File: src/rtl/player_life_pkg.sv
// Purpose: shared types for the per-player survival tracker.
// Latency: n/a (types only).
// Backpressure: n/a.
package player_life_pkg;

  // Per-player lifecycle. IDLE marks a non-participating (or not yet started) player.
  typedef enum logic [1:0] {
    IDLE   = 2'd0,
    ALIVE  = 2'd1,
    INVULN = 2'd2,
    DEAD   = 2'd3
  } pl_state_e;

endpackage

File: src/rtl/player_life_fsm.sv
// Purpose: one player channel: bounds/obstacle hit check, lives counter, invulnerability window, death latch.
// Latency: frame_tick in cycle N -> state/lives/hit pulse visible in cycle N+1.
// Backpressure: none; evaluation happens only on frame_tick, otherwise everything holds.
// Ports: clk/reset (sync, active-low); frame_tick_i, start_i, in_game_i, height_i, pipe_hit_i in;
//        state_d_o (next state, for the game-over reduction), is_dead_o, invuln_o, hit_pulse_o, lives_o out.
module player_life_fsm
  import player_life_pkg::*;
#(
  parameter int HEIGHT_W      = 9,
  parameter int TOP_LIMIT     = 10,
  parameter int BOTTOM_LIMIT  = 420,
  parameter int LIVES         = 3,
  parameter int INVULN_FRAMES = 60,
  parameter int LIVES_W       = $clog2(LIVES + 1)
) (
  input  logic                clk,
  input  logic                reset,
  input  logic                frame_tick_i,
  input  logic                start_i,
  input  logic                in_game_i,
  input  logic [HEIGHT_W-1:0] height_i,
  input  logic                pipe_hit_i,
  output pl_state_e           state_d_o,
  output logic                is_dead_o,
  output logic                invuln_o,
  output logic                hit_pulse_o,
  output logic [LIVES_W-1:0]  lives_o
);

  localparam int CNT_W = $clog2(INVULN_FRAMES + 1);

  pl_state_e          state_q, state_d;
  logic [LIVES_W-1:0] lives_q, lives_d;
  logic [CNT_W-1:0]   cnt_q, cnt_d;
  logic               hit_q, hit_d;
  logic               hit;

  // The limits themselves are safe; only strictly outside is a hit.
  assign hit = (height_i < HEIGHT_W'(TOP_LIMIT)) ||
               (height_i > HEIGHT_W'(BOTTOM_LIMIT)) ||
               pipe_hit_i;

  always_comb begin
    state_d = state_q;
    lives_d = lives_q;
    cnt_d   = cnt_q;
    hit_d   = 1'b0;
    // start wins over a coincident tick: reload without evaluating hits.
    if (start_i) begin
      cnt_d = '0;
      if (in_game_i) begin
        state_d = ALIVE;
        lives_d = LIVES_W'(LIVES);
      end else begin
        state_d = IDLE;
        lives_d = '0;
      end
    end else if (frame_tick_i) begin
      case (state_q)
        ALIVE: begin
          if (hit) begin
            hit_d = 1'b1;
            if (lives_q > LIVES_W'(1)) begin
              lives_d = lives_q - LIVES_W'(1);
              cnt_d   = CNT_W'(INVULN_FRAMES);
              state_d = INVULN;
            end else begin
              lives_d = '0;
              state_d = DEAD;
            end
          end
        end
        INVULN: begin
          // Hits ignored; the tick that empties the counter returns to ALIVE,
          // so the next tick is the first one evaluated again.
          cnt_d = cnt_q - CNT_W'(1);
          if (cnt_q == CNT_W'(1)) begin
            state_d = ALIVE;
          end
        end
        default: ;
      endcase
    end
  end

  always_ff @(posedge clk) begin
    if (!reset) begin
      state_q <= IDLE;
      lives_q <= '0;
      cnt_q   <= '0;
      hit_q   <= 1'b0;
    end else begin
      state_q <= state_d;
      lives_q <= lives_d;
      cnt_q   <= cnt_d;
      hit_q   <= hit_d;
    end
  end

  assign state_d_o   = state_d;
  assign is_dead_o   = (state_q == DEAD);
  assign invuln_o    = (state_q == INVULN);
  assign hit_pulse_o = hit_q;
  assign lives_o     = lives_q;

endmodule

File: src/rtl/player_life_monitor.sv
// Purpose: multi-player survival tracker; one life channel per player plus the game-over reduction.
// Latency: frame_tick/start in cycle N -> all outputs (incl. game_over) updated in cycle N+1.
// Backpressure: none; inputs sampled on frame_tick/start, outputs are registered levels/pulses.
// Ports: clk/reset (sync, active-low); frame_tick, start, in_game[P], height[P*HEIGHT_W], pipe_hit[P] in;
//        is_dead[P], invuln[P], hit_pulse[P], lives_left[P*LIVES_W], game_over out. Player 0 in LSBs.
module player_life_monitor
  import player_life_pkg::*;
#(
  parameter int NUM_PLAYERS   = 2,
  parameter int HEIGHT_W      = 9,
  parameter int TOP_LIMIT     = 10,
  parameter int BOTTOM_LIMIT  = 420,
  parameter int LIVES         = 3,
  parameter int INVULN_FRAMES = 60,
  localparam int LIVES_W      = $clog2(LIVES + 1)
) (
  input  logic                            clk,
  input  logic                            reset,
  input  logic                            frame_tick,
  input  logic                            start,
  input  logic [NUM_PLAYERS-1:0]          in_game,
  input  logic [NUM_PLAYERS*HEIGHT_W-1:0] height,
  input  logic [NUM_PLAYERS-1:0]          pipe_hit,
  output logic [NUM_PLAYERS-1:0]          is_dead,
  output logic [NUM_PLAYERS-1:0]          invuln,
  output logic [NUM_PLAYERS-1:0]          hit_pulse,
  output logic [NUM_PLAYERS*LIVES_W-1:0]  lives_left,
  output logic                            game_over
);

  pl_state_e st_d [NUM_PLAYERS];
  logic      game_over_q, game_over_d;

  for (genvar i = 0; i < NUM_PLAYERS; i++) begin : g_ch
    player_life_fsm #(
      .HEIGHT_W      (HEIGHT_W),
      .TOP_LIMIT     (TOP_LIMIT),
      .BOTTOM_LIMIT  (BOTTOM_LIMIT),
      .LIVES         (LIVES),
      .INVULN_FRAMES (INVULN_FRAMES),
      .LIVES_W       (LIVES_W)
    ) u_fsm (
      .clk          (clk),
      .reset        (reset),
      .frame_tick_i (frame_tick),
      .start_i      (start),
      .in_game_i    (in_game[i]),
      .height_i     (height[i*HEIGHT_W +: HEIGHT_W]),
      .pipe_hit_i   (pipe_hit[i]),
      .state_d_o    (st_d[i]),
      .is_dead_o    (is_dead[i]),
      .invuln_o     (invuln[i]),
      .hit_pulse_o  (hit_pulse[i]),
      .lives_o      (lives_left[i*LIVES_W +: LIVES_W])
    );
  end

  // Reduce over next-state so game_over lines up with is_dead in the same cycle.
  // Non-IDLE players are the participants; need at least one, and all of them DEAD.
  always_comb begin
    logic any_part;
    logic all_dead;
    any_part = 1'b0;
    all_dead = 1'b1;
    for (int i = 0; i < NUM_PLAYERS; i++) begin
      if (st_d[i] != IDLE) begin
        any_part = 1'b1;
        if (st_d[i] != DEAD) all_dead = 1'b0;
      end
    end
    game_over_d = any_part && all_dead;
  end

  always_ff @(posedge clk) begin
    if (!reset) game_over_q <= 1'b0;
    else        game_over_q <= game_over_d;
  end

  assign game_over = game_over_q;

endmodule

File: config.mk
export PLATFORM = sky130hd
export DESIGN_NAME = player_life_monitor
export DESIGN_NICKNAME = d
export VERILOG_FILES = /design/src/rtl/player_life_pkg.sv /design/src/rtl/player_life_fsm.sv /design/src/rtl/player_life_monitor.sv
export SDC_FILE = /design/constraint.sdc
export NUM_CORES = 1
export LEC_CHECK = 0
export BUFFER_PORTS_ARGS = -buffer_cell sky130_fd_sc_hd__buf_2
export CAP_MARGIN = 20
export CORE_MARGIN = 5
export CORE_UTILIZATION = 52
export DETAILED_ROUTE_END_ITERATION = 8
export PLACE_DENSITY = 0.76
export SETUP_SLACK_MARGIN = 0.4
export SLEW_MARGIN = 20
export SYNTH_ARGS = -nofsm -noshare
export SYNTH_HDL_FRONTEND = slang
export SYNTH_SLANG_ARGS = --single-unit
File: constraint.sdc
create_clock -name clk -period 2.7 [get_ports clk]
set_input_delay 0.135 -clock clk [delete_from_list [all_inputs] [get_ports clk]]
set_output_delay 0.135 -clock clk [all_outputs]
set_load 0.05 [all_outputs]
==> Yosys cells after proc, flatten, opt, wreduce, memory -nomap -nowiden <==
Cells that the tools add are included.
{ "totals": {"ff_bits": 23, "latch_bits": 0, "mem_bits_rw": 0, "romBits": 0, "in_bits": 26, "out_inout_bits": 11, "memories": 0} }
{ "classes": {"n_addsub": 4, "multipliers": 0, "div_mod_pow": 0, "order_cmp": 6, "n_eq_ne": 14, "shifts": 0, "n_mux": 40, "bitwise": 4, "reduce_logical": 21} }
{ "op_table": {"columns": ["cell", "count"], "rows": [
  ["$mux W2", 20],
  ["$mux W6", 4],
  ["$pmux W6 S2", 2],
  ["$gt A9 B9 Y1 const B", 2],
  ["$lt A9 B4 Y1 const B", 2],
  ["$reduce_bool A2 Y1", 9],
  ["$eq A6 B1 Y1 const B", 2],
  ["$mux W1", 12],
  ["$sub A6 B1 Y6 const B", 2],
  ["$eq A2 B2 Y1 const B", 4],
  ["$ne A2 B1 Y1 const B", 4],
  ["$pmux W2 S2", 2],
  ["$reduce_and A4 Y1", 2],
  ["$reduce_or A4 Y1", 2],
  ["$reduce_and A3 Y1", 2],
  ["$eq A2 B1 Y1 const B", 2],
  ["$gt A2 B1 Y1 const B", 2],
  ["$logic_or A1 B1 Y1", 4],
  ["$ne A2 B2 Y1 const B", 2],
  ["$not A1 Y1", 4],
  ["$sub A2 B1 Y2 const B", 2],
  ["$reduce_or A2 Y1", 1],
  ["$logic_and A1 B1 Y1", 1]
]} }

==> Depth between registers and ports, before layout <==
Gate-level depths: netlist (run 1).
{ "logic_depth": {"ltp_word": 13, "mapped_depth": 9, "ltp_nobuf": 9} }

==> By module <==
Synthesis (run 1) repeated with hierarchy kept, for this count alone.
{ "hier_totals": {"hier_cells": 206, "area_unflattened_um2": 1684.1} }
{ "modules_own_cells": {"columns": ["module", "n_inst", "cells_per_inst", "area_each_um2", "seq_area_each_um2"], "rows": [
  ["player_life_fsm", 2, 99, 809.5, 220.2],
  ["player_life_monitor", 1, 8, 65.1, 20.0]
]} }

==> Worst setup path before layout (run 1) <==
Ideal clock, no wire load.
{ "synth_timing": {"kind": "register -> register", "start": "reg g_ch[0].u_fsm.state_q[0]", "end": "reg game_over_q (netlist: game_over)", "setup_ns": 0.088, "arrival_time_ns": 2.211, "path_slack_ns": 0.401, "stages_incl_launch_ff": 10, "period_less_slack_ns": 2.299, "cell_sequence": "dfxtp_1 inv_1 ha_1 nand2b_1 o21a_1 o21ai_0 a41oi_1 ha_1 or4_1 a311oi_2"} }
{ "synth_between": {"elab_chain_cells": 10, "elab_cells_between_ends": 16} }
{ "synth_lines": {"columns": ["item", "line", "source"], "rows": [
  ["start: declaration", "player_life_fsm.sv:32", "pl_state_e state_q, state_d;"],
  ["start signal: assignment", "player_life_fsm.sv:93", "state_q <= state_d;"],
  ["$eq A2 B2 Y1 (tied with other cells)", "player_life_fsm.sv:59", "case (state_q)"],
  ["$pmux W2 S2", "player_life_fsm.sv:59", null],
  ["$mux W2 *", "player_life_fsm.sv:58", "end else if (frame_tick_i) begin"],
  ["$mux W2 *", "player_life_fsm.sv:49", "if (start_i) begin"],
  ["$ne A2 B2 Y1", "player_life_monitor.sv:68", "if (st_d[i] != DEAD) all_dead = 1'b0;"],
  ["$mux W1", "player_life_monitor.sv:68", null],
  ["$mux W1", "player_life_monitor.sv:66", "if (st_d[i] != IDLE) begin"],
  ["$mux W1", "player_life_monitor.sv:68", null],
  ["$mux W1", "player_life_monitor.sv:66", null],
  ["$logic_and A1 B1 Y1 *", "player_life_monitor.sv:71", "game_over_d = any_part && all_dead;"],
  ["end signal: assignment", "player_life_monitor.sv:76", "else game_over_q <= game_over_d;"],
  ["end: declaration", "player_life_monitor.sv:32", "logic game_over_q, game_over_d;"]
]} }
Every way passes the cells marked *; elsewhere a longest branch is shown, timed or not.
A chain may end at the register's enable or synchronous reset.

==> Worst setup path in the final report (run 1) <==
{ "layout_timing": {"start": "reg g_ch[0].u_fsm.state_q[1]", "end": "reg game_over_q (netlist: game_over)"} }
The elaborated chain is that of the path after synthesis.

==> flow_summary_export.csv, run 1 <==
group,metric,value,unit
sta,rsz0062_at_grt,"no",
global_route,grt_overflow,0,
floorplan,start_util,0.535,
cts,clkSinkCount,23,
detailed_routing,drt_iter0_markers,82,
cts,cts_root_buf,"clkbuf_4",
floorplan,chipWidth,63.0,um
critical_path,worst-path-buf-inv,0,
finish,num_antenna_cells,0,
critical_path,crit_path_top_delay_cell,"or4_4",
sta,fmax,460,MHz
pwr,switchingPower,0.201,mW
detailed_routing,drt_pass1_iterations,4,
critical_path,crit_path_end_kind,"flop",
cts,cts_buffers,3,
logic_synthesis,netlist_area,1460,um2
finish,final_cell_mix,"36 x buf_2, 21 x dfxtp_1, 17 x nor2_1, 17 x a21oi_1, 13 x nand2_1",
detailed_routing,post_drt_wl_per_cell,14.1,um
cts,clkTransAtPathRegs,0.14,ns
global_route,antenna_found_initial,0,
sta,worst_pin_slew,0.632,ns
critical_path,crit_type,"flop to flop",
floorplan,dieArea,3970,um2
detailed_routing,drc_errors,0,
finish,multiInputGateArea,916,um2
place,place_congestion,0.817,
min_path,min_path_type,"input pin to flop",
floorplan,core,2730,um2
outcome,status,"completed",
global_route,first_global_vias,1326,
finish,fill_cells,255,
logic_synthesis,postSynthCellCount,184,
sta,fin_worst_skew,0.0143,ns
logic_synthesis,synth.distinct_cells,37,
pwr,sw_frac_of_total,0.304,
finish,fin_util,0.615,
detailed_routing,drt-total-wl,3.50,mm
logic_synthesis,synth_nets,221,
place,dp_hpwl,2.66,mm
pwr,intPower,0.460,mW
logic_synthesis,avgSynthCellArea,7.94,um2
finish,final_common_cell,"buf_2",
global_route,grt_first_pass_wirelength,5.91,mm
pwr,power.density,393,nW/um2
cts,cts_htree_levels,1,
job,drv_cap,0,
place,port-buffer-count,36,
sta,maxSlewHeadroom,0.579,
min_path,whs_path_depth,3,
floorplan,pin_count,37,
logic_synthesis,ys_ff_latch,23,
cts,cts_tree,"done",
detailed_routing,drtAntennaViolNets,0,
finish,nets,254,
cts,cts_buffer_depth,2,
cts,clock_latency,0.33,ns
pwr,p_comb_frac,0.201,
global_route,grt_max_degree,16,
finish,drive_gt1_frac,0.245,
pwr,p_seq_frac,0.544,
floorplan,num_rows,19,
critical_path,max_stage_delay,0.51,ns
logic_synthesis,ys_seq_area_frac,0.315,
detailed_routing,viasPerCell,5.75,
detailed_routing,vias,1420,
floorplan,fp.dieH,63.0,um
sta,setup_viol,0,
pwr,ir_drop,0.000284,V
sta,slew_violations,0,
finish,seq_area,463,um2
sta,setup-tns-final,0,ns
critical_path,reg2regPathDepth,8,
finish,area_delta_synth_final,15.0,%
critical_path,crit_path_cell_trace,"ha_2, nand2b_4, o21a_1, o21ai_1, a41oi_1, ha_2, or4_4, a311oi_2",
sta,fin_crit,2.17,ns
global_route,grt_use_total,0.178,
critical_path,crit_fanout,6,
pwr,power.share.clock,0.255,
critical_path,crit_family,"simple AND/OR/NAND/NOR gates",
critical_path,worst_setup_path_start_kind,"flop",
cts,hold_buffers,0,
sta,hold_viol_final,0,
pwr,p_leak,0.689,nW
critical_path,path_common_cell,"ha_2",
sta,fin_crit_sh,0.805,
critical_path,cp.required,2.96,ns
critical_path,cp_num_cells,8,
logic_synthesis,ys_warn_count,0,
critical_path,worstPathArrival,2.43,ns
-- per-layer routing --
metal | GRT usage | wire length, um
met3 | 0.0414 | 206
met4 | 0.0637 | 58
met5 | 0 | 0
met1 | 0.233 | 1570
met2 | 0.281 | 1660
-- power by group through the flow --
stage	registers, mW	clock network, mW	logic [mW]
finish	0.359	0.169	0.133
global route	0.361	0.197	0.147
floorplan	0.381	0	0.0679
detailed placement	0.367	0	0.125
global placement	0.366	0	0.120
CTS	0.359	0.171	0.129
-- per-stage QoR --
stage	power, mW	hold slack, ns	instances	area (um2)	worst slack, ns
finish	0.661	0.0242	247	1680	0.527
global route	0.705	0.0185	247	1680	0.394
CTS	0.660	0.0293	246	1670	0.420
detailed placement	0.491	0.383	241	1620	0.243
global placement	0.485	0.382	241	1620	0.358
floorplan	0.449	0.249	184	1460	0.401
-- cells by family after synthesis --
family	count (synthesis)	synth area share
muxes	1	0.00685
DFF	23	0.315
and+or+nand+nor	75	0.267
buffers and inverters	21	0.0693
AOI/OAI and AO/OA	53	0.247
adders and majority gates	11	0.0942
-- tightest hold or removal path, stage by stage --
cell and delay [ns]:
buf_2 0.11, nand2_1 0.05, nor2_1 0.03
-- layout make-up --
cell class | instances | share of cell area
multi-input cells | 140 | 0.545
flip-flops and latches | 23 | 0.276
repair buffers | 38 | 0.116
inverters | 11 | 0.0246
well taps | 31 | 0.0231
clock buffers | 4 | 0.0156
-- what timing repair did --
item | 4_1_cts | 5_1_grt
gates resized for setup | 5 | 5
buffers inserted | 1 | 1
endpoints found under the setup margin | 1 | 1
gates cloned | 0 | 0
pin swaps | 0 | 2
-- state kept, by name (all words and copies together), names as in the netlist --
signal / cells
game_over: 1
g_ch.u_fsm.hit_pulse_o: 2
g_ch.u_fsm.lives_o: 4
g_ch.u_fsm.state_q: 4
g_ch.u_fsm.cnt_q: 12
-- cells in the mapped netlist --
| library cell | n | area (um2) |
|---|---|---|
| mux2i_1 | 1 | 10.0 |
| a21boi_1 | 1 | 7.51 |
| nand3b_1 | 3 | 22.5 |
| a21oi_1 | 17 | 85.1 |
| a311oi_2 | 1 | 15.0 |
| and3_1 | 3 | 18.8 |
| o211ai_1 | 3 | 22.5 |
| a41oi_1 | 1 | 8.76 |
| buf_4 | 6 | 45.0 |
| o21a_1 | 1 | 7.51 |
| nor2_1 | 17 | 63.8 |
| o31ai_1 | 1 | 7.51 |
| or3_1 | 3 | 18.8 |
| and2_1 | 2 | 12.5 |
| dfxtp_1 | 23 | 460 |
| nand2b_1 | 11 | 68.8 |
| nor3b_1 | 2 | 15.0 |
| nor4_2 | 1 | 12.5 |
| or4_1 | 1 | 7.51 |
| nand2_1 | 13 | 48.8 |
| nor2b_1 | 3 | 18.8 |
| o21ai_0 | 10 | 50.1 |
| inv_1 | 11 | 41.3 |
| a21boi_0 | 1 | 7.51 |
| or2_1 | 1 | 6.26 |
| a311oi_1 | 7 | 61.3 |
| clkbuf_1 | 4 | 15.0 |
| a211oi_1 | 4 | 30.0 |
| o211ai_2 | 2 | 25.0 |
| o21ai_1 | 1 | 5.00 |
| nand3_1 | 5 | 25.0 |
| a31o_1 | 1 | 8.76 |
| o22ai_2 | 1 | 12.5 |
| nor3_1 | 9 | 45.0 |
| nor4_1 | 1 | 6.26 |
| ha_1 | 11 | 138 |
| a22oi_1 | 1 | 7.51 |
-- path summary, 6_finish.rpt --
path | from | to | slack [ns]
worst max-delay path | g_ch[0].u_fsm.state_q[1] | game_over | 0.53
worst min-delay path | reset | g_ch[0].u_fsm.lives_o[0] | 0.02
worst max register to register | g_ch[0].u_fsm.state_q[1] | game_over | 0.53
worst min register to register | g_ch[1].u_fsm.cnt_q[5] | g_ch[1].u_fsm.cnt_q[5] | 0.50
Power figures use the tool's default switching activity.
==> run 2, diff against run 1 <==
CORE_UTILIZATION = 47   (was 52)
PLACE_DENSITY = 0.73   (was 0.76)
clock period = 1.9 ns   (was 2.7 ns; I/O delays follow)
==> flow_summary_export.csv, run 2 (synthesis results as in run 1) <==
group,metric,value,unit
floorplan,start_util,0.483,
place,dp_cells,281,
critical_path,crit_path_cell_trace,"inv_2, ha_4, nand2b_4, o21a_1, o21ai_2, a41oi_2, ha_2, or4_4, a311oi_2",
global_route,antenna_found_initial,0,
place,place_congestion,0.848,
finish,nets,285,
cts,hold_buffers,0,
pwr,totalPowerFinal,1.00,mW
detailed_routing,post_drt_wl_per_cell,13.7,um
detailed_routing,drt-total-wl,3.98,mm
critical_path,crit_fanout,5,
sta,fmax,493,MHz
sta,worst_pin_slew,0.685,ns
sta,fin_crit,2.03,ns
floorplan,dieArea,4320,um2
floorplan,chipWidth,65.8,um
cts,cts_htree_levels,1,
detailed_routing,viasPerCell,5.41,
min_path,worstHoldStart,"reset",
finish,largest_reg_flops,12,
finish,largest_register,"g_ch.u_fsm.cnt_q",
detailed_routing,drtAntennaViolNets,0,
critical_path,crit_start,"g_ch[0].u_fsm.state_q[0]",
finish,final_common_cell,"buf_2",
critical_path,max_stage_delay,0.41,ns
floorplan,num_rows,20,
place,dp_slack,-0.174,ns
global_route,grt_max_degree,16,
outcome,violations,"negative setup slack",
pwr,ir_drop,0.000331,V
global_route,grt_overflow,0,
critical_path,crit_path_end_kind,"flop",
place,dp_hpwl,2.77,mm
sta,rsz0062_at_grt,"yes",
job,drv_cap,0,
finish,final_cell_mix,"36 x buf_2, 26 x buf_4, 15 x nor2_1, 14 x dfxtp_1, 13 x nand2_1",
sta,slew_violations,0,
cts,clkTransAtPathRegs,0.13,ns
critical_path,rr_startpoint,"g_ch[0].u_fsm.state_q[0]",
cts,cts_root_buf,"clkbuf_4",
min_path,min_path_type,"input pin to flop",
sta,fin_crit_sh,1.07,
finish,fill_cells,237,
cts,cts_buffer_depth,2,
global_route,grt_first_pass_wirelength,6.22,mm
critical_path,worst_setup_path_start_kind,"flop",
sta,setup_viol,1,
cts,clkSinkCount,23,
cts,clock_latency,0.30,ns
detailed_routing,drc_errors,0,
pwr,power.density,459,nW/um2
cts,cts_tree,"done",
cts,cts_buffers,3,
global_route,grt_use_total,0.178,
floorplan,core,3030,um2
place,port-buffer-count,36,
detailed_routing,drt_iter0_markers,50,
critical_path,crit_path_top_delay_cell,"or4_4",
pwr,p_leak,0.902,nW
sta,whs,0.0371,ns
detailed_routing,vias,1573,
outcome,status,"finished, violations left",
finish,multiInputGateArea,1130,um2
critical_path,cp.required,2.13,ns
critical_path,crit_type,"flop to flop",
finish,drive_gt1_frac,0.514,
finish,area_delta_synth_final,49.1,%
finish,final_cell_count_no_fill,291,
critical_path,worstPathArrival,2.26,ns
finish,seq_area,474,um2
sta,fin_worst_skew,0.00212,ns
global_route,first_global_vias,1504,
sta,hold_viol_final,0,
detailed_routing,drt_pass1_iterations,4,
floorplan,fp.dieH,65.8,um
sta,setup_slack,-0.130,ns
finish,num_antenna_cells,0,
floorplan,pin_count,37,
sta,maxSlewHeadroom,0.542,
## run 2: cell count changes in the layout (fill, tap and decap cells not counted), moves of 5 or more
cell / change
a21oi_1: -7
a21oi_2: +5
a311oi_1: -6
a311oi_2: +6
buf_4: +24
buf_6: +7
dfxtp_1: -7
dfxtp_2: +6
## run 2: layout make-up
class	instances	share of cell area
flip-flops and latches	23	0.218
multi-input cells	140	0.518
inverters	11	0.0190
repair buffers	69	0.209
clock buffers	4	0.0121
well taps	44	0.0253
## run 2: critical path, delay by kind of cell (launching register included)
family	cells	cell delay (ns)
buffers and inverters	1	0.07
adders and majority gates	2	0.40
AOI/OAI and AO/OA	4	0.57
and+or+nand+nor	2	0.56
DFF	1	0.34
## run 2: worst paths after layout
path / cells after the start / end / slack, ns
worst max register to register: 9 / game_over / -0.13
worst min-delay path: 3 / g_ch[0].u_fsm.lives_o[0] / 0.04
worst max-delay path: 9 / game_over / -0.13
worst min register to register: 2 / g_ch[1].u_fsm.lives_o[0] / 0.52
## run 2: repair_timing
item | in CTS | in global routing
setup endpoints to repair | 14 | 18
buffers inserted | 1 | 4
pin swaps | 11 | 13
cloned | 1 | 0
resized for setup | 28 | 24
## run 2: per-stage QoR
step	cell area [um2]	util	TNS, ns
after floorplan	1510	-	-0.0562
after global placement	1890	0.623	-0.0952
after detailed placement	1890	0.623	-0.174
after CTS	2040	0.674	-0.112
after global routing	2180	0.719	-0.232
final	2180	0.719	-0.130
## run 2: per-layer routing
| metal | part of all wire | wire [um] | GRT usage |
|---|---|---|---|
| met3 | 0.040 | 161 | 0.0205 |
| met4 | 0 | 0 | 0.0233 |
| met2 | 0.53 | 2110 | 0.359 |
| met5 | 0 | 0 | 0 |
| met1 | 0.43 | 1710 | 0.200 |
## run 2: where the power goes
group	total [mW]	switching (mW)	leakage [nW]	internal (mW)
clock network	0.225	0.144	0.0150	0.0817
logic	0.267	0.146	0.696	0.121
registers	0.508	0.0116	0.191	0.496
